[src/rtl/ulaw_argmax.sv]
// Sequential argmax over NUM_CLASSES u-law scores, one compare per clock.
// Optional hit tracking (hit / hit_count) is built only when ULAW_ARGMAX_HIT_CNT_EN is defined.
//
// state | meaning
// IDLE  | waiting for start; results from the last scan are held
// SCAN  | comparing scores[ptr] against the running best, one per cycle
// DONE  | one-cycle result pulse
module ulaw_argmax #(
  parameter int NUM_CLASSES = 10,
  parameter int CNT_WIDTH   = 16
) (
  input  logic                         clk,
  input  logic                         rst,
  input  logic                         start,
  input  logic [NUM_CLASSES-1:0][7:0]  scores,
  input  logic [3:0]                   exp_y,
  input  logic                         clr,
  output logic                         busy,
  output logic                         done,
  output logic [3:0]                   class_idx,
  output logic [7:0]                   max_val,
  output logic                         hit,
  output logic [CNT_WIDTH-1:0]         hit_count
);

  typedef enum logic [1:0] {
    IDLE = 2'd0,
    SCAN = 2'd1,
    DONE = 2'd2
  } state_t;

  localparam logic [3:0] LAST_PTR = 4'(NUM_CLASSES - 1);

  state_t state, state_nxt;

  logic [NUM_CLASSES-1:0][7:0] scores_q;
  logic [3:0] ptr;
  logic [3:0] best_idx;
  logic [7:0] best_val;
  logic [3:0] class_idx_q;
  logic [7:0] max_val_q;

  logic [7:0] cand;
  logic       better;
  logic [3:0] win_idx;
  logic [7:0] win_val;
  logic       last_cmp;

  // Map a u-law code onto an unsigned rank: positives above negatives, and
  // for negatives a smaller magnitude ranks higher.
  function automatic logic [7:0] rank(input logic [7:0] code);
    logic [7:0] t;
    t = ~code;
    if (t[7]) rank = {1'b0, ~t[6:0]};
    else      rank = {1'b1,  t[6:0]};
  endfunction

  always_comb begin
    cand = scores_q[0];
    for (int i = 0; i < NUM_CLASSES; i++) begin
      if (ptr == 4'(i)) cand = scores_q[i];
    end
    // strict compare so ties keep the earlier (lower) index
    better   = rank(cand) > rank(best_val);
    win_idx  = better ? (ptr + 4'd1) : best_idx;
    win_val  = better ? cand : best_val;
    last_cmp = (state == SCAN) && (ptr == LAST_PTR);
  end

  always_comb begin
    state_nxt = state;
    case (state)
      IDLE:    if (start)    state_nxt = SCAN;
      SCAN:    if (last_cmp) state_nxt = DONE;
      DONE:    state_nxt = IDLE;
      default: state_nxt = IDLE;
    endcase
  end

  always_ff @(posedge clk) begin
    if (rst) state <= IDLE;
    else     state <= state_nxt;
  end

  always_ff @(posedge clk) begin
    if (rst) begin
      scores_q    <= '0;
      ptr         <= 4'd0;
      best_idx    <= 4'd0;
      best_val    <= 8'd0;
      class_idx_q <= 4'd0;
      max_val_q   <= 8'd0;
    end else begin
      case (state)
        IDLE: begin
          if (start) begin
            scores_q <= scores;
            best_val <= scores[0];
            best_idx <= 4'd1;
            ptr      <= 4'd1;
          end
        end
        SCAN: begin
          best_val <= win_val;
          best_idx <= win_idx;
          ptr      <= ptr + 4'd1;
          if (last_cmp) begin
            class_idx_q <= win_idx;
            max_val_q   <= win_val;
          end
        end
        default: ;
      endcase
    end
  end

  assign busy      = (state == SCAN);
  assign done      = (state == DONE);
  assign class_idx = class_idx_q;
  assign max_val   = max_val_q;

`ifdef ULAW_ARGMAX_HIT_CNT_EN
  logic [3:0]           exp_q;
  logic                 hit_q;
  logic [CNT_WIDTH-1:0] hit_count_q;

  always_ff @(posedge clk) begin
    if (rst) begin
      exp_q <= 4'd0;
      hit_q <= 1'b0;
    end else begin
      if (state == IDLE && start) exp_q <= exp_y;
      if (last_cmp)               hit_q <= (win_idx == exp_q);
    end
  end

  // Counter advances at the end of the DONE cycle, so a clr seen during DONE wins.
  always_ff @(posedge clk) begin
    if (rst) begin
      hit_count_q <= '0;
    end else if (clr) begin
      hit_count_q <= '0;
    end else if (state == DONE && hit_q && hit_count_q != '1) begin
      hit_count_q <= hit_count_q + {{(CNT_WIDTH-1){1'b0}}, 1'b1};
    end
  end

  assign hit       = hit_q;
  assign hit_count = hit_count_q;
`else
  logic unused_hit_inputs;
  assign unused_hit_inputs = ^{exp_y, clr};
  assign hit       = 1'b0;
  assign hit_count = '0;
`endif

endmodule

[config.mk]
export PLATFORM = sky130hd
export DESIGN_NAME = ulaw_argmax
export DESIGN_NICKNAME = d
export VERILOG_FILES = /design/src/rtl/ulaw_argmax.sv
export SDC_FILE = /design/constraint.sdc
export NUM_CORES = 1
export LEC_CHECK = 0
export CORE_MARGIN = 2
export CORE_UTILIZATION = 45
export CTS_CLUSTER_DIAMETER = 60
export CTS_CLUSTER_SIZE = 8
export DETAILED_ROUTE_END_ITERATION = 12
export GPL_TIMING_DRIVEN = 0
export HOLD_SLACK_MARGIN = 0.03
export PLACE_DENSITY = 0.82
export REMOVE_ABC_BUFFERS = 1
export SKIP_LAST_GASP = 1
export SYNTH_ARGS = -nofsm -noshare
export SYNTH_HDL_FRONTEND = slang
export SYNTH_SLANG_ARGS = --single-unit
[constraint.sdc]
create_clock -name clk -period 5.3 [get_ports clk]
set_clock_uncertainty 0.05 [all_clocks]
set_input_delay 0.795 -clock clk [delete_from_list [all_inputs] [get_ports clk]]
set_output_delay 0.795 -clock clk [all_outputs]
set_load 0.05 [all_outputs]
# Word level (Yosys, flattened, before mapping)
# Index checks and enable logic that the tools add are counted.
# op_classes
bitwise	4
eq_ne	13
add_sub_neg	1
mux	21
n_reduce_logical	7
order_cmp	1
# ops
op	n
two-way mux 8 bit	13
== test 4 x 3 -> 1 bit (second input constant)	4
inverter 8 bit	2
case mux 4 bit (2 select lines)	2
case mux 8 bit (2 select lines)	1
inverter 7 bit	2
== test 4 x 2 -> 1 bit (second input constant)	2
== test 4 bit (second input constant)	2
> comparator 8 bit	1
two-way mux 4 bit	2
AND reduction 2 bit	4
adder 4 x 1 -> 4 bit (second input constant)	1
== test 4 x 1 -> 1 bit (second input constant)	1
two-way mux 2 bit	2
case mux 2 bit (2 select lines)	1
== test 2 x 1 -> 1 bit (second input constant)	1
== test 2 bit (second input constant)	1
logical NOT 2 bit	1
inequality test 2 x 1 -> 1 bit (second input constant)	1
inequality test 2 bit (second input constant)	1
nonzero test 2 bit	1
logical AND 1 bit	1
# totals
inputBits	88
ff_bits	110

# Depth between registers and ports, before layout
# Gate-level depths: netlist of run 1.
# logic_depth
depth_word	16
depth_mapped	19
ltp_nobuf	15

# Least setup slack after synthesis of run 1
# No wires, ideal clock.
# synth_path
kind	register -> register
start	register ptr[0]
end	register best_val[3]
t_arrival_ns	3.915
path_slack_ns	1.254
path_buffers	3
stages_incl_launch_ff	18
setup_time_ns	0.081
required_ns	5.169
cell_sequence	dfxtp_1 > ha_1 > clkbuf_1 > inv_1 > or4_1 > a311o_1 > o221ai_4 > inv_4 > xnor2_1 > ha_1 > nand3_1 > o21bai_1 > nand3_1 > and2_1 > clkbuf_1 > clkbuf_1 > o2111ai_1 > a41oi_1
# synth_via
elab_chain_cells	16
# synth_rtl
element	line_no	rtl
start, declared	37	logic [3:0] ptr;
start signal, assigned	106	ptr <= ptr + 4'd1;
== test 4 x 1 -> 1 bit	61	if (ptr == 4'(i)) cand = scores_q[i];
two-way mux 8 bit (8 in a row)	61	
two-way mux 8 bit *	61	
inverter 8 bit	53	t = ~code;
inverter 7 bit	54	if (t[7]) rank = {1'b0, ~t[6:0]};
two-way mux 8 bit	54	
> comparator 8 bit	64	better = rank(cand) > rank(best_val);
two-way mux 8 bit *	66	win_val = better ? cand : best_val;
case mux 8 bit (2 select lines) *	94	case (state)
end signal, assigned	98	best_val <= scores[0];
end signal, assigned	104	best_val <= win_val;
end, declared	39	logic [7:0] best_val;
# Every way passes the cells marked *; elsewhere a longest branch is shown, timed or not.
# A chain may end at the register's enable or synchronous reset.

# Final worst setup path of run 1
# layout_path
start	register ptr[2]
end	register best_val[1]
# The elaborated chain is that of the path after synthesis.

==> results by stage, run 1 <==
Status:
- The run finished with clean final reports.

Floorplanning:
- For this configuration, the core starts out at a cell density of between 40 and 50%.
- During I/O placement, the number of pins put on the boundary was roughly 120.
- From bottom edge to top edge, the die measures around 120 um.
- The die is about 120 um wide.
- The floorplan has 40 rows.
- The area of the die is around 13,000 um2.
- The core region area is approximately 12,000 um2.

Min path:
- The type of the tightest min-delay check is register to register.
- The worst hold path passes through 2 cells.

Worst setup path:
- The number of cells traversed by the worst register-to-register path is 13.
- Data arrives at the worst endpoint at between 5 and 6 ns.
- The peak fanout along the critical path is 19.
- STA classifies the critical path startpoint as a register.
- For this run, the slowest stage of the critical path takes 0.70 ns.
- Grouping stages by cell kind, the critical path spends the most delay in compound AO/OA/AOI/OAI gates.
- The worst setup path is of the register to register kind.
- The cell repeated most along the worst path is a21oi_1.
- The kind of end point of the critical path is a register.
- STA puts the critical path data required time at around 5.5 ns.
- Counting both buffers and inverters, the worst setup path holds a total of 0.
- The highest-delay cell along the critical path is dfxtp_1.
- Walking the worst path, the cells encountered are nor2b_2 > o21ai_0 > and3b_1 > a21oi_1 > o21ai_0 > xnor2_1 > ha_1 > a21o_1 > a21oi_1 > a21oi_1 > a21oi_1 > nand2_1 > a41oi_1.
- The number of gates on the worst path with buffers counted is 13.

Route:
- After detailed routing, the average wire length per cell comes to about 15 um.
- The count of antenna-violating nets left after detailed routing is 0.
- The via density per instance is ~5.5.
- After detailed routing, the number of remaining DRC violations is 0.
- Detailed routing inserted a total of slightly above 5,000 vias.
- The count of TritonRoute iterations in the first routing pass is 5.
- The detailed router finished its first iteration with 470 violations.
- Summed over all layers, the routed wires come to between 10 and 15 mm.

Timing:
- The minimum clock period is slightly below 5 ns.
- The achievable clock frequency is a little over 200 MHz.
- The setup TNS after final layout is 0 ns.
- The final critical path takes up 91.2% of the cycle.
- For the pin with the worst max-slew slack, the measured transition is 0.972 ns.
- The number of hold violations in the final report is 0.
- The number of slew-limit violations in the final report is 0.
- The relative slew slack is between 30% and 40%.
- Setup repair after global routing left no endpoint under its margin.
- The setup violation total in the final timing report is 0.

Clocking:
- In this run, CTS created clock tree buffers numbering 9.
- In this run the number of H-tree levels came out at 3.
- The number of hold buffers added after CTS was 0.
- The register clock-pin slew on the reported worst setup and hold paths is 0.07 ns.
- The library cell used as clock root buffer is clkbuf_16.
- The number of clock sinks is between 100 and 150.
- The longest clock path from root to sink contains 2 buffers.
- The TritonCTS clock tree is done.
- The clock latency at the later pin of the worst-skew pair is 0.35 ns.

Yosys:
- The gate count after technology mapping is about 730.
- The area fraction in compound gates after synthesis is about a quarter.
- The flip-flop and latch count after synthesis is 110.
- Of all cell types, the one taking the most synthesized area is dfxtp_1.
- The synthesized-area fraction occupied by and/or/nand/nor cells is 22.8%.
- The area share of fa/ha/maj cells after synthesis is about 2.7%.
- Summing every instance area after synthesis gives between 5000 and 6000 um2.
- The top-area cell type share of the netlist area is ~40%.
- The most frequently used flop master after synthesis is dfxtp_1.
- The number of distinct standard cells referenced by the synthesized netlist is between 40 and 50.
- Yosys attributes the largest share of cell area to dfxtp_1, nand2_1, a21oi_1.
- For this run, the number of Yosys warnings is 0.
- The number of flops mapped to enable cells by yosys is 0.
- The share of cell area taken by muxes after synthesis is less than 1%.
- The main combinational cell family by area after synthesis is compound AO/OA/AOI/OAI gates.
- The sequential fraction of the synthesis area is between 30% and 40%.
- The xor/xnor share of the synthesized area is between 2 and 3%.
- The synthesized area per cell is approximately 7.6 um2.
- In the synthesized netlist the async set-or-reset flop fraction comes to 0%.

Finish:
- The number of nets in the finished design is approximately 900.
- The antenna cell count is 0.
- The cell area after layout is roughly 6800 um2.
- The synthesis-to-layout area growth is 22.8%.
- The fraction of the core area covered by cells at the end of the flow is 56.8%.
- After filler insertion, the fill cell instance count of the layout stands at 1,130.
- The share of final-layout standard cells stronger than drive strength 1 is between 3 and 4%.
- Once layout is complete, the cells apart from fillers number about 940.

Power:
- The worst-case IR drop observed on VDD is 169 uV.
- In this run the power density over the cells is about 340 nW/um2.
- The cell leakage power is around 2.4 nW.

Global routing:
- The total overflow left after global routing is 0.
- The overall global routing resource usage is a little over a fifth.
- The largest net degree at the start of global routing is 88.
- The initial antenna violation count was 0.
- The first-pass GRT wire length is between 20 and 25 mm.
- The via count of the first global-routing pass is roughly 4,700.

Job:
- The number of maximum-capacitance constraint violations is 0.

Placed design:
- The weighted congestion reported at the end of routability-driven placement is 0.816.
- The number of port buffers is 96.
- The count of placed standard cells including taps is roughly 900.
- The placed cell area is 6450 um2.
- Summed over all nets, the half-perimeter wirelength after detailed placement is about 9.4 mm.
==> cell families (layout without fill, tap and decap cells) <==
group,after synthesis,after routing
XOR/XNOR,16,16
other,1,17
buffers and inverters,94,135
adder cells (fa/ha/maj),12,12
AND/OR/NAND/NOR,290,290
multiplexers,2,2
AO/OA/AOI/OAI,206,206
flip-flops,110,110
==> worst reg2reg max path, delay by kind of cell (launching register included) <==
kind	cells	cell delay (ns)
AO/OA/AOI/OAI	8	2.46
AND/OR/NAND/NOR	3	1.05
flip-flops	1	0.70
adder cells (fa/ha/maj)	1	0.31
XOR/XNOR	1	0.17
==> stage by stage <==
step	setup WS, ns	power [W]	hold slack, ns
global placement	0.0895	0.00152	0.389
finish	0.468	0.00230	0.403
floorplan	1.05	0.00133	0.375
global route	0.0866	0.00242	0.425
CTS	0.0836	0.00230	0.402
detailed placement	0.0670	0.00153	0.392
==> final cells by class <==
| class | count | area [um2] | share of cell area (%) |
|---|---|---|---|
| Timing Repair Buffer | 98 | 1010 | 14.8 |
| Sequential cell | 110 | 2200 | 32.3 |
| Clock inverter | 6 | 118 | 1.73 |
| Clock buffer | 10 | 229 | 3.36 |
| Inverter | 21 | 81.3 | 1.19 |
| Multi-Input combinational cell | 543 | 3000 | 44.0 |
| Tap cell | 147 | 184 | 2.70 |
==> flip-flops by register name (all words and copies together), names as in the netlist <==
register / count
max_val: 8
scores_q: 80
class_idx: 4
best_idx: 4
state: 2
ptr: 4
best_val: 8
==> synthesized netlist by cell type (8+ instances only) <==
cell type	count
dfxtp_1	110
xnor2_1	14
inv_1	19
nand2_1	209
ha_1	12
o21ai_0	11
nor2_1	25
and3b_1	11
nor3b_1	9
a311oi_1	9
clkbuf_1	49
nor2b_1	11
o21a_1	8
a21oi_1	111
a221o_1	8
a41oi_1	8
buf_4	17
==> layer usage <==
layer / global-route usage, % / wire length [um] / vias to the layer above
met5: 0 / 0 / -
met4: 4.74 / 206 / 0
met3: 5.69 / 918 / 17
met2: 35.7 / 6630 / 177
met1: 29.0 / 6310 / 2350
li1: - / - / 2590
==> final timing paths <==
kind / startpoint / to / slack [ns]
max reg2reg: ptr[2] / best_val[1] / 0.47
min: scores_q[7] / scores_q[7] / 0.40
min reg2reg: scores_q[7] / scores_q[7] / 0.40
max: ptr[2] / best_val[1] / 0.47
==> power by group <==
part	internal (W)	switching, W	total [W]
combinational	0.000233	0.000374	0.000607
sequential	0.000877	0.0000414	0.000918
clock	0.000467	0.000312	0.000779
==> repair_timing <==
action                                 CTS  global route
setup endpoints to repair                1            22
buffers inserted                         0             0
resized for setup                        1             4
endpoints found under the hold margin    0             0
cloned                                   0             0
==> cells in the final DEF, fill, tap and decap left out, types with 9 or more instances in the layout <==
| master | instances |
|---|---|
| nor2b_1 | 10 |
| nand2_1 | 208 |
| and3b_1 | 11 |
| o21ai_0 | 11 |
| conb_1 | 17 |
| a21oi_1 | 111 |
| a311oi_1 | 9 |
| xnor2_1 | 14 |
| clkdlybuf4s50_1 | 95 |
| dfxtp_1 | 110 |
| ha_1 | 10 |
| nor2_1 | 24 |
| clkbuf_16 | 9 |
| inv_1 | 19 |
Note: power is estimated with default switching activity, not from simulation.
==> inputs of run 2 (changes only) <==
--- a/config.mk
+++ b/config.mk
@@ -12,9 +12,10 @@
 export DETAILED_ROUTE_END_ITERATION = 12
 export GPL_TIMING_DRIVEN = 0
 export HOLD_SLACK_MARGIN = 0.03
+export MAX_ROUTING_LAYER = met4
 export PLACE_DENSITY = 0.82
 export REMOVE_ABC_BUFFERS = 1
-export SKIP_LAST_GASP = 1
+export SLEW_MARGIN = 20
 export SYNTH_ARGS = -nofsm -noshare
 export SYNTH_HDL_FRONTEND = slang
 export SYNTH_SLANG_ARGS = --single-unit
==> results by stage, run 2 (synthesis gave the netlist of run 1 again) <==
Clocking:
- The clock latency at the later pin of the worst-skew pair came to 0.35 ns (about the same).
- The cell sitting at the root of the clock tree is a clkbuf_16.
- The number of clock sinks is 110 (unchanged).
- The register clock-pin slew on the reported worst setup and hold paths is 0.08 ns (about the same).
- The number of buffers added by the clock tree synthesis step is 9 (unchanged).
- The TritonCTS clock tree is done.
- The number of setup buffers added after CTS is 0 (unchanged).
- The CTS H-tree depth is 3 (unchanged).
- The maximum buffer depth of the clock tree is 2 (unchanged).

Worst setup path:
- The cell repeated most along the worst path is a21oi_1.
- The required time reported for the critical path endpoint is 5.52 ns (about the same).
- The startpoint type of the worst setup path is a register.
- The number of cells traversed by the worst register-to-register path is 13 (unchanged).
- The highest-delay cell along the critical path is dfxtp_1.
- The critical path goes through nor2b_2 > o21ai_0 > and3b_1 > a21oi_1 > o21ai_0 > xnor2_1 > ha_1 > a21o_1 > a21oi_1 > a21oi_1 > a21oi_1 > nand2_1 > a41oi_1.
- The reg-to-reg critical path endpoint is best_val[1].
- The kind of end point of the critical path is a register.
- The peak fanout along the critical path came to 19 (unchanged).
- The most critical setup path has its startpoint at ptr[2].
- The worst endpoint data arrival time is 5.08 ns (+0.03 ns).
- The worst setup path is of the register to register kind.
- The setup slack of the worst register-to-register path is 0.44 ns (-0.03 ns).
- The maximum single-stage delay on the critical path came to 0.72 ns (+0.02 ns).
- The launch point of the worst reg-to-reg path is ptr[2].

Power:
- The largest voltage drop on the vdd net is 162 uV (-4.4%).
- The cell leakage power is 2.40 nW (+0.28%).
- The total power density per cell area came to 333 nW/um2 (-1.4%).
- The overall power after layout is 0.00228 W (-1.2%).

Floorplanning:
- The area of the die came to 13,200 um2 (unchanged).
- The count of boundary I/O pins is 119 (unchanged).
- The number of rows in the core area was 40 (unchanged).
- The core region area is 12,000 um2 (unchanged).
- The starting density of the core is 46.2% (unchanged).
- The die width is 115 um (unchanged).
- The die height is 115 um (unchanged).

Route:
- The count of TritonRoute iterations in the first routing pass came to 5 (unchanged).
- The initial detailed-routing violation count is 413 (-12%).
- The count of antenna-violating nets left after detailed routing was 0 (unchanged).
- The residual DRC count came to 0 (unchanged).
- The number of vias after detailed routing came to 5,163 (+0.56%).
- The via density per instance is 5.52 (+0.46%).
- The overall routed net length was 14.2 mm (+0.99%).
- The routed wire length per instance is 15.2 um (+0.88%).

Global routing:
- The overall global routing resource usage is 22.4% (+0.61 points).
- The via count of the first global-routing pass was 4,777 (+1.2%).
- The largest net degree at the start of global routing is 75 (-15%).
- The first-pass GRT wire length is 23.0 mm (+0.45%).
- The initial antenna violation count is 0 (unchanged).
- The global-route congestion overflow total came to 0 (unchanged).

Min path:
- The hold-critical path depth is 2 (unchanged).
- The start point of the worst min-delay path is scores_q[7].
- For hold timing, the worst endpoint is scores_q[7].
- The type of the tightest min-delay check is register to register.

Finish:
- The area taken by flip-flops and latches is 2200 um2 (unchanged).
- The non-filler instance count after layout is 936 (+0.11%).
- From synthesis to final layout, the design area changed by 23.0%.
- The most common library cell in the layout ignoring fill and taps is nand2_1.
- The number of flip-flops under the largest register name came to 80 (unchanged).
- In the layout the commonest cells are nand2_1, a21oi_1, dfxtp_1.
- The multi-input combinational cell area is 3000 um2 (+0.25%).
- The largest register by flop count is scores_q.
- The fill cell total of the finished layout was 1,139 (+0.80%).
- The antenna cell count came to 0 (unchanged).
- The number of nets in the finished design is 884 (+0.11%).
- The share of final-layout standard cells stronger than drive strength 1 came to 3.93% (+0.25 points).

Placed design:
- The count of placed standard cells including taps came to 920 (+0.11%).
- The weighted congestion reported at the end of routability-driven placement is 0.828 (+1.5%).
- The number of port buffers is 96 (unchanged).
- The detailed placer's ending HPWL came to 9.58 mm (+1.5%).

Status:
- The run finished with clean final reports.

Timing:
- Setup repair after global routing left no endpoint under its margin.
- The achievable clock frequency is 206 MHz (-0.62%).
- The slew at the pin closest to its max-slew limit is 0.986 ns (+0.0137 ns).
- The number of hold violations in the final report is 0 (unchanged).
- The setup violation total in the final timing report is 0 (unchanged).
- The minimum clock period is 4.86 ns (+0.0300 ns).
- The relative slew slack was 34.0% (-0.92 points).
- The final worst-path cycle share is 91.7% (+0.57 points).
- The setup TNS after final layout is 0 ns (unchanged).
- The number of slew-limit violations in the final report came to 0 (unchanged).

Job:
- The number of maximum-capacitance constraint violations is 0 (unchanged).
[run 2: worst max path at each step]
stage                        endpoint  slack (ns)
after detailed placement   max_val[7]        0.04
after global routing      best_idx[1]        0.08
after floorplan            max_val[7]        1.05
final                     best_val[1]        0.44
after global placement     max_val[7]        0.09
after CTS                  max_val[7]        0.07
[run 2: where the power goes]
part	total (W)	internal, W	switching, W
clock	0.000747	0.000431	0.000316
sequential	0.000918	0.000877	0.0000409
combinational	0.000612	0.000236	0.000375
total	0.00228	0.00154	0.000732
[run 2: critical path: cells and delay by family (launching register included)]
kind	cells	cell delay (ns)
compound gates	8	2.47
simple gates	3	1.05
flops	1	0.72
fa+ha+maj	1	0.32
xor+xnor	1	0.17
[run 2: final cells by class]
cell class | count | area share (%)
clock buffer | 10 | 3.50
clock inverter | 6 | 1.34
inverter | 21 | 1.19
multi-input combinational | 543 | 44.0
sequential | 110 | 32.3
tap | 147 | 2.69
timing repair buffer | 99 | 15.0
[run 2: layer usage]
layer / vias up / wire length, um / GRT usage, %
met4: 0 / 94 / 4.82
met3: 8 / 922 / 4.48
met2: 172 / 6730 / 36.4
met5: - / 0 / -
li1: 2595 / - / -
met1: 2388 / 6450 / 28.9
[run 2: repair_timing]
action,CTS,global route
setup endpoints to repair,1,18
pin swaps,0,1
hold buffers,0,0
gates resized for setup,1,4
[run 2: metrics by stage]
step | worst slack (ns) | hold WS [ns] | util [%] | cell area (um2)
3_3_place_gp | 0.0895 | 0.389 | 53.3 | 6400
5_1_grt | 0.0817 | 0.426 | 56.8 | 6830
3_5_place_dp | 0.0419 | 0.392 | 53.9 | 6480
6_report | 0.438 | 0.402 | 56.8 | 6830
2_1_floorplan | 1.05 | 0.375 | - | 5260
4_1_cts | 0.0710 | 0.403 | 56.7 | 6810
